<file path="config.mk">
export PLATFORM = sky130hd
export DESIGN_NAME = seven_seg_scan_decoder
export DESIGN_NICKNAME = d
export VERILOG_FILES = /design/src/rtl/seven_seg_scan_decoder.sv
export SDC_FILE = /design/constraint.sdc
export NUM_CORES = 1
export LEC_CHECK = 0
export BUFFER_PORTS_ARGS = -buffer_cell sky130_fd_sc_hd__buf_2
export CAP_MARGIN = 15
export CORE_MARGIN = 4
export CORE_UTILIZATION = 44
export DETAILED_ROUTE_END_ITERATION = 7
export PLACE_DENSITY = 0.73
export SLEW_MARGIN = 20
export SYNTH_ARGS = -nofsm -noshare
export SYNTH_HDL_FRONTEND = slang
export SYNTH_SLANG_ARGS = --single-unit
</file>
<file path="constraint.sdc">
create_clock -name clk -period 2.7 [get_ports clk]
set_input_delay 0.405 -clock clk [delete_from_list [all_inputs] [get_ports clk]]
set_output_delay 0.405 -clock clk [all_outputs]
set_load 0.005 [all_outputs]
</file>
<file path="src/rtl/seven_seg_scan_decoder.sv">
// seven_seg_scan_decoder: demultiplexes a scanned active-low 7-seg bus into per-digit raw/hex registers.
// Define SCAN_ERR_COUNT_EN to add a saturating err_count output.
module seven_seg_scan_decoder #(
  parameter int NUM_DIGITS = 3,
  parameter int SETTLE_CYCLES = 1,
  parameter int TIMEOUT_CYCLES = 1024
) (
  input  logic                    clk,
  input  logic                    rst_n,
  input  logic [NUM_DIGITS-1:0]   enables,
  input  logic [7:0]              segments,
  output logic [8*NUM_DIGITS-1:0] digit_raw,
  output logic [4*NUM_DIGITS-1:0] digit_hex,
  output logic [NUM_DIGITS-1:0]   digit_valid,
  output logic                    frame_done,
  output logic                    scan_error,
  output logic                    stale
`ifdef SCAN_ERR_COUNT_EN
  , output logic [7:0]            err_count
`endif
);
  localparam int IW = NUM_DIGITS > 1 ? $clog2(NUM_DIGITS) : 1;
  localparam int TW = $clog2(TIMEOUT_CYCLES + 1);
  typedef enum logic [1:0] {WAIT, SETTLE, HOLD} state_t;
  state_t state_q, state_d;
  logic [NUM_DIGITS-1:0] s_en_q, seen_q, seen_set;
  logic [7:0] s_seg_q, cs_q, cs_d;
  logic [IW-1:0] ci_q, ci_d, idx;
  logic [3:0] cnt_q, cnt_d;
  logic [TW-1:0] tmo_q;
  logic [8*NUM_DIGITS-1:0] raw_q;
  logic [4*NUM_DIGITS-1:0] hex_q;
  logic [NUM_DIGITS-1:0] valid_q;
  logic frame_q, scan_err_q, stale_q;
  logic any_low, multi_low, one_low, same, ld, cap;

  // {valid, nibble}; dp is not part of the pattern
  function automatic logic [4:0] decode(input logic [6:0] s);
    case (s)
      7'h40: decode = 5'h10;
      7'h79: decode = 5'h11;
      7'h24: decode = 5'h12;
      7'h30: decode = 5'h13;
      7'h19: decode = 5'h14;
      7'h12: decode = 5'h15;
      7'h02: decode = 5'h16;
      7'h78: decode = 5'h17;
      7'h00: decode = 5'h18;
      7'h10: decode = 5'h19;
      7'h08: decode = 5'h1A;
      7'h03: decode = 5'h1B;
      7'h46: decode = 5'h1C;
      7'h21: decode = 5'h1D;
      7'h06: decode = 5'h1E;
      7'h0E: decode = 5'h1F;
      default: decode = 5'h00;
    endcase
  endfunction

  always_comb begin
    any_low = 1'b0;
    multi_low = 1'b0;
    idx = '0;
    for (int i = 0; i < NUM_DIGITS; i++) begin
      if (!s_en_q[i]) begin
        multi_low = multi_low | any_low;
        any_low = 1'b1;
        idx = IW'(i);
      end
    end
  end

  assign one_low = any_low & ~multi_low;
  assign same = one_low && idx == ci_q && s_seg_q == cs_q;

  // ld reloads the candidate; with SETTLE_CYCLES=1 a reload is itself a capture
  always_comb begin
    state_d = state_q;
    cnt_d = cnt_q;
    ci_d = ci_q;
    cs_d = cs_q;
    cap = 1'b0;
    ld = 1'b0;
    case (state_q)
      WAIT: ld = one_low;
      SETTLE: begin
        if (!one_low) state_d = WAIT;
        else if (same) begin
          cnt_d = cnt_q + 4'd1;
          cap = cnt_d == 4'(SETTLE_CYCLES);
          state_d = cap ? HOLD : SETTLE;
        end else ld = 1'b1;
      end
      default: begin
        if (!one_low) state_d = WAIT;
        else ld = !same;
      end
    endcase
    if (ld) begin
      ci_d = idx;
      cs_d = s_seg_q;
      cnt_d = 4'd1;
      cap = SETTLE_CYCLES == 1;
      state_d = SETTLE_CYCLES == 1 ? HOLD : SETTLE;
    end
  end

  always_comb begin
    seen_set = seen_q;
    for (int i = 0; i < NUM_DIGITS; i++) if (cap && ci_d == IW'(i)) seen_set[i] = 1'b1;
  end

  always_ff @(posedge clk or negedge rst_n) begin
    if (!rst_n) begin
      s_en_q <= '1;
      s_seg_q <= 8'hFF;
      state_q <= WAIT;
      cnt_q <= '0;
      ci_q <= '0;
      cs_q <= 8'hFF;
      seen_q <= '0;
      tmo_q <= '0;
      raw_q <= '1;
      hex_q <= '0;
      valid_q <= '0;
      frame_q <= 1'b0;
      scan_err_q <= 1'b0;
      stale_q <= 1'b0;
    end else begin
      s_en_q <= enables;
      s_seg_q <= segments;
      state_q <= state_d;
      cnt_q <= cnt_d;
      ci_q <= ci_d;
      cs_q <= cs_d;
      scan_err_q <= multi_low;
      frame_q <= cap & (&seen_set);
      seen_q <= &seen_set ? '0 : seen_set;
      if (cap) begin
        tmo_q <= '0;
        stale_q <= 1'b0;
      end else if (tmo_q != TW'(TIMEOUT_CYCLES)) begin
        tmo_q <= tmo_q + 1'b1;
        stale_q <= tmo_q == TW'(TIMEOUT_CYCLES - 1);
      end
      for (int k = 0; k < NUM_DIGITS; k++) begin
        if (cap && ci_d == IW'(k)) begin
          raw_q[8*k +: 8] <= cs_d;
          {valid_q[k], hex_q[4*k +: 4]} <= decode(cs_d[6:0]);
        end
      end
    end
  end

`ifdef SCAN_ERR_COUNT_EN
  logic [7:0] err_q;
  always_ff @(posedge clk or negedge rst_n) begin
    if (!rst_n) err_q <= '0;
    else if (scan_err_q && err_q != 8'hFF) err_q <= err_q + 8'd1;
  end
  assign err_count = err_q;
`endif

  assign digit_raw = raw_q;
  assign digit_hex = hex_q;
  assign digit_valid = valid_q;
  assign frame_done = frame_q;
  assign scan_error = scan_err_q;
  assign stale = stale_q;
endmodule

</file>
## Word-level counts from Yosys, hierarchy flattened

Index checks and enable logic that the tools add are counted.
Widths: inputs -> output; s select.

| storage, ports and cells | value |
|---|---|
| register bits after elaboration | 83 |
| latch bits | 0 |
| RAM bits | 0 |
| bits in read-only memories | 0 |
| bits of input ports | 13 |
| output and inout bits | 42 |
| logic and storage cells | 104 |
| memories kept | 0 |

| operators by class | value |
|---|---|
| add/sub/neg operators | 2 |
| multipliers | 0 |
| divide/modulo/power cells | 0 |
| magnitude comparators | 0 |
| eq/ne operators | 26 |
| shifts and indexed selects | 0 |
| multiplexer cells | 36 |
| bitwise operators | 4 |
| reductions and logical operators | 16 |

Operators by type and width:

| cell | count |
|---|---|
| $pmux 5 s16 | 1 |
| $eq 7x7->1 const B | 4 |
| $mux 11 | 2 |
| $eq 7x5->1 const B | 3 |
| $eq 7x6->1 const B | 3 |
| $mux 1 | 18 |
| $mux 4 | 4 |
| $eq 7x2->1 const B | 2 |
| $eq 7x4->1 const B | 2 |
| $mux 2 | 7 |
| $add 11x1->11 const B | 1 |
| $eq 11x10->1 const B | 1 |
| $ne 11x11->1 const B | 1 |
| $reduce_and 3->1 | 3 |
| $eq 8x8->1 | 1 |
| $mux 8 | 1 |
| $reduce_bool 2->1 | 4 |
| $eq 7x3->1 const B | 1 |
| $logic_not 7->1 | 1 |
| $ne 3x1->1 const B | 2 |
| $logic_and 1x1->1 | 5 |
| $add 4x1->4 const B | 1 |
| $eq 2x1->1 const B | 2 |
| $eq 4x1->1 const B | 1 |
| 11 further kinds | 13 |

## Logic depth before layout (Yosys ltp)

| logic depth | value |
|---|---|
| word-level depth | 17 |
| mapped depth | 10 |
| mapped depth without buffers | 9 |

## Worst setup path before layout

OpenSTA, ideal clock, no wires.

| timing path | value |
|---|---|
| path kind | flip-flop to flip-flop |
| from | register cs_q[4] |
| to | register valid_q[2] (netlist: digit_valid[2]) |
| setup time | 125 ps |
| arrival time | 2,751 ps |
| required time | 2,575 ps |
| setup slack | -177 ps |
| cell stages (with the launch flop) | 9 |
| buffers on the path | 1 |
| clock period less this slack | 2,877 ps |
| cell sequence | dfstp_2 -> buf_2 -> xnor2_2 -> nand3_2 -> or4_4 -> nand2_8 -> mux2_2 -> or4_4 -> mux2_4 |

| on the way | value |
|---|---|
| word-level cells in the longest chain between the ends | 8 |
| elaborated cells between the ends (all ways) | 32 |
| those cells by class | eq/ne (17); mux (11); reduce/logical (4) |

Ends and longest elaborated chain:

| element | RTL line | RTL |
|---|---|---|
| start: declaration | 27 | `logic [7:0] s_seg_q, cs_q, cs_d;` |
| start signal: assignment | 135 | `cs_q <= cs_d;` |
| $eq 8x8->1 | 74 | `assign same = one_low && idx == ci_q && s_seg_q == cs_q;` |
| $logic_and 1x1->1 | 74 |  |
| $mux 1 / $logic_not 1->1 (equally long branches) | 88, 96 |  |
| $mux 1, on equally long branches | 87, 95 |  |
| $pmux 1 s2 | 84 | `case (state_q)` |
| $mux 8 / $mux 2 (equally long branches) | 99 | `if (ld) begin` |
| $eq 7x4->1, or another cell as far along | 39 | `case (s)` |
| $pmux 5 s16 / $logic_and 1x1->1 (equally long branches) | 39, 147 |  |
| end signal: indexed assignment | 149 | `{valid_q[k], hex_q[4*k +: 4]} <= decode(cs_d[6:0]);` |
| end: declaration | 33 | `logic [NUM_DIGITS-1:0] valid_q;` |

Several ways; a longest one is shown, not always the timed one.
A chain may end at the register's enable or synchronous reset.

## Final worst setup path

| timing path | value |
|---|---|
| from | register s_seg_q[0] |
| to | register valid_q[1] (netlist: digit_valid[1]) |

| on the way | value |
|---|---|
| word-level cells in the longest chain between the ends | 8 |
| elaborated cells between the ends (all ways) | 32 |
| those cells by class | eq/ne (17); mux (11); reduce/logical (4) |

Ends and longest elaborated chain:

| element | RTL line | RTL |
|---|---|---|
| start: declaration | 27 |  |
| start signal: assignment | 131 | `s_seg_q <= segments;` |
| $eq 8x8->1 | 74 |  |
| $logic_and 1x1->1 | 74 |  |
| $mux 1 / $logic_not 1->1 (equally long branches) | 88, 96 |  |
| $mux 1, on equally long branches | 87, 95 |  |
| $pmux 1 s2 | 84 |  |
| $mux 8 / $mux 2 (equally long branches) | 99 |  |
| $eq 7x4->1, or another cell as far along | 39 |  |
| $pmux 5 s16 / $logic_and 1x1->1 (equally long branches) | 39, 147 |  |

Several ways; a longest one is shown, not always the timed one.

==> results.txt <==
status: finished with violations
failing checks: setup timing
initial antenna violation count: 0
most frequent cells in the layout: 53 x buf_2, 44 x mux2_2, 44 x buf_4
Detailed Route Iter0 Violations: 201
die area: 11500 um^2
crit-path max FO: 4
critical path launch point type: flop
# H-tree levels: 3
n_diodes: 0
Max-slew headroom: 66.7%
Sink Count: 83
WL/cell: 16.7 um
Final period util: 101%
Final Wtd Congestion: 0.885
Hold WC Path Type: primary input to asynchronous set/reset pin
CTS clk-pin slew, worst paths: 0.08 ns
FFs w/ async S/R, synth: 100%
core box area: 9420 um^2
WHS: 0.0730 ns
Remaining Overflow, GRT: 0
via count: 3298
crit path cell chain: xnor2_1 -> nand4_1 -> or4_4 -> nand2_8 -> mux2_4 -> or4_4 -> mux2_4
Fmax: 368 MHz
critical path type: flop to flop
Synth Register Bits: 83
critical path's top delay family: simple AND/OR/NAND/NOR gates
die width: 107 um
1st-pass router iterations: 5
Mean Syn Cell Area: 11.2 um^2
net count after synthesis: 403
drc violations: 0
Tightest Pin Transition: 0.493 ns
Starting Density: 46.1%
Die H: 107 um
Area Growth Syn to Fin: 21.6%
Worst setup EP type: flop
clk_skew: 0.0128 ns
RSZ-0062 raised after global routing: true
minimum clock period: 2.72 ns
CTS Root Cell: clkbuf_8
Mapped Cells: 386
Worst R2R Setup Slack: -0.02 ns
HPWL Detailed: 7.41 mm
largest net degree at the start of global routing: 84
sequential fraction of the synthesis area: 49.1%
routed wire length: 10.2 mm
crit path DAT: 2.96 ns
Final Util: 56.1%
# rows: 35
CP bufs+invs: 0
most common cell after layout, fill and taps aside: buf_2
CTS Buf Count: 9
Hold Violations, Final: 0
Slowest Stage Delay on Critical Path: 0.59 ns
Total Routing Usage GR: 18.0%
Max-Cap Viols: 0
share of cells above drive strength 1: 47.9%
Post-synth EDFFs: 0
Yosys cell types: 61
final worst slack: -0.0186 ns
first-pass GRT wire length: 16.6 mm
maximum vdd drop: 0.426 mV
PwrDens: 696 nW/um^2
slowest stage cell, crit path: or4_4
IO buf count: 54
Worst EP required: 2.94 ns
io pins: 55
# setup viols final: 3
Syn. warnings: 0
Routed Antenna Nets: 0
Slew Limit Fails: 0
Top FF cell, synth: dfstp_2
Filler cells: 774
Leak: 0.00232 uW
CTS tree: built
vias per inst: 5.43
Nets: 490
clk_lat worst skew: 0.36 ns
vias in the first global route: 3265
Longest Clk Path Bufs: 2
Post-Syn Area: 4340 um^2
-- state kept, by name, summed over array words and instances, names as in the netlist --
register     count
digit_raw       24
digit_hex       12
tmo_q           11
cs_q             8
s_seg_q          8
cnt_q            4
digit_valid      3
s_en_q           3
seen_q           3
ci_q             2
state_q          2
frame_done       1
scan_error       1
stale            1
-- through the flow --
step                cells  power (uW)  area, um^2  setup WS [ns]  TNS, ns
floorplan             386        2300        4350        -0.0639   -0.192
global placement      588        2710        5000         0.0263        0
detailed placement    588        2750        5000        -0.0174  -0.0528
CTS                   607        3680        5230        -0.0170  -0.0500
global route          607        3880        5280        -0.0732   -0.247
finish                607        3670        5280        -0.0186  -0.0518
-- repair_timing --
| item | 4_1_cts | 5_1_grt |
|---|---|---|
| hold buffers | 0 | 0 |
| pin swaps | 1 | 1 |
| endpoints found under the setup margin | 25 | 19 |
| buffers inserted | 3 | 0 |
| gates resized for setup | 1 | 8 |
-- power breakdown --
part	internal, uW	switching [uW]
registers	1600	157
logic	523	476
clock network	439	477
total	2560	1110
-- cell usage after synthesis (all sizes together), types with 2 or more instances --
library cell	instances	share of area, %
nor2b	7	1.0
nand2b	2	0.29
a22o	3	0.61
nand3	13	1.6
nor3b	6	1.0
nor3	11	1.4
and3	2	0.29
clkbuf	12	1.0
ha	4	1.2
o2111ai	2	0.40
and2	6	0.86
inv	10	0.86
a2bb2oi	2	0.40
or3	4	0.58
nand4	6	0.86
a22oi	2	0.35
nor4	6	0.86
xnor2	11	2.7
dfstp	43	26
nor4bb	2	0.46
a21oi	12	1.5
xor2	11	2.2
a211o	2	0.40
o211ai	2	0.35
or2	2	0.29
mux2i	6	1.4
or4	5	1.0
a31oi	5	0.86
nand4b	2	0.40
o21ai	10	1.2
o21bai	2	0.35
a21o	2	0.35
nand2	25	2.5
nor2	28	2.4
nand3b	3	0.52
mux2	49	13
dfrtp	40	23
nor4b	4	0.81
buf	11	1.9
-- final timing paths --
kind	startpoint	end	cells past startpoint
setup / recovery	s_seg_q[0]$_DFF_PN1_	digit_valid[1]$_DFFE_PN0P_	7
hold / removal	rst_n	digit_valid[2]$_DFFE_PN0P_	2
setup reg to reg	s_seg_q[0]$_DFF_PN1_	digit_valid[1]$_DFFE_PN0P_	7
hold reg to reg	digit_hex[0]$_DFFE_PN0P_	digit_hex[0]$_DFFE_PN0P_	1
max in group asynchronous	rst_n	cs_q[3]$_DFF_PN1_	2
min in group clk	enables[0]	s_en_q[0]$_DFF_PN1_	1
-- metal layers --
layer	wire length, um	track usage [%]	up-vias
met2	4850	27.8	99
li1	-	-	1552
met4	239	7.58	0
met5	0	0	-
met3	432	2.76	18
met1	4640	25.3	1629
-- layout make-up --
class	count	area, um^2	share of cell area [%]
Sequential cell	83	2130	40.4
Multi-Input combinational cell	270	2110	40.0
Timing Repair Buffer	99	636	12.0
Tap cell	129	161	3.06
Clock buffer	10	128	2.42
Clock inverter	6	73.8	1.40
Inverter	10	37.5	0.711
-- kinds of logic (layout without fill, tap and decap cells) --
group / Yosys count / in the layout / synth area share, %
buffers and inverters: 33 / 125 / 3.78
XOR/XNOR: 22 / 22 / 4.96
multiplexers: 55 / 55 / 14.4
AO/OA/AOI/OAI: 53 / 53 / 8.94
AND/OR/NAND/NOR: 136 / 136 / 17.7
flip-flops: 83 / 83 / 49.1
adder cells (fa/ha/maj): 4 / 4 / 1.15
(Power assumes the default switching activity.)
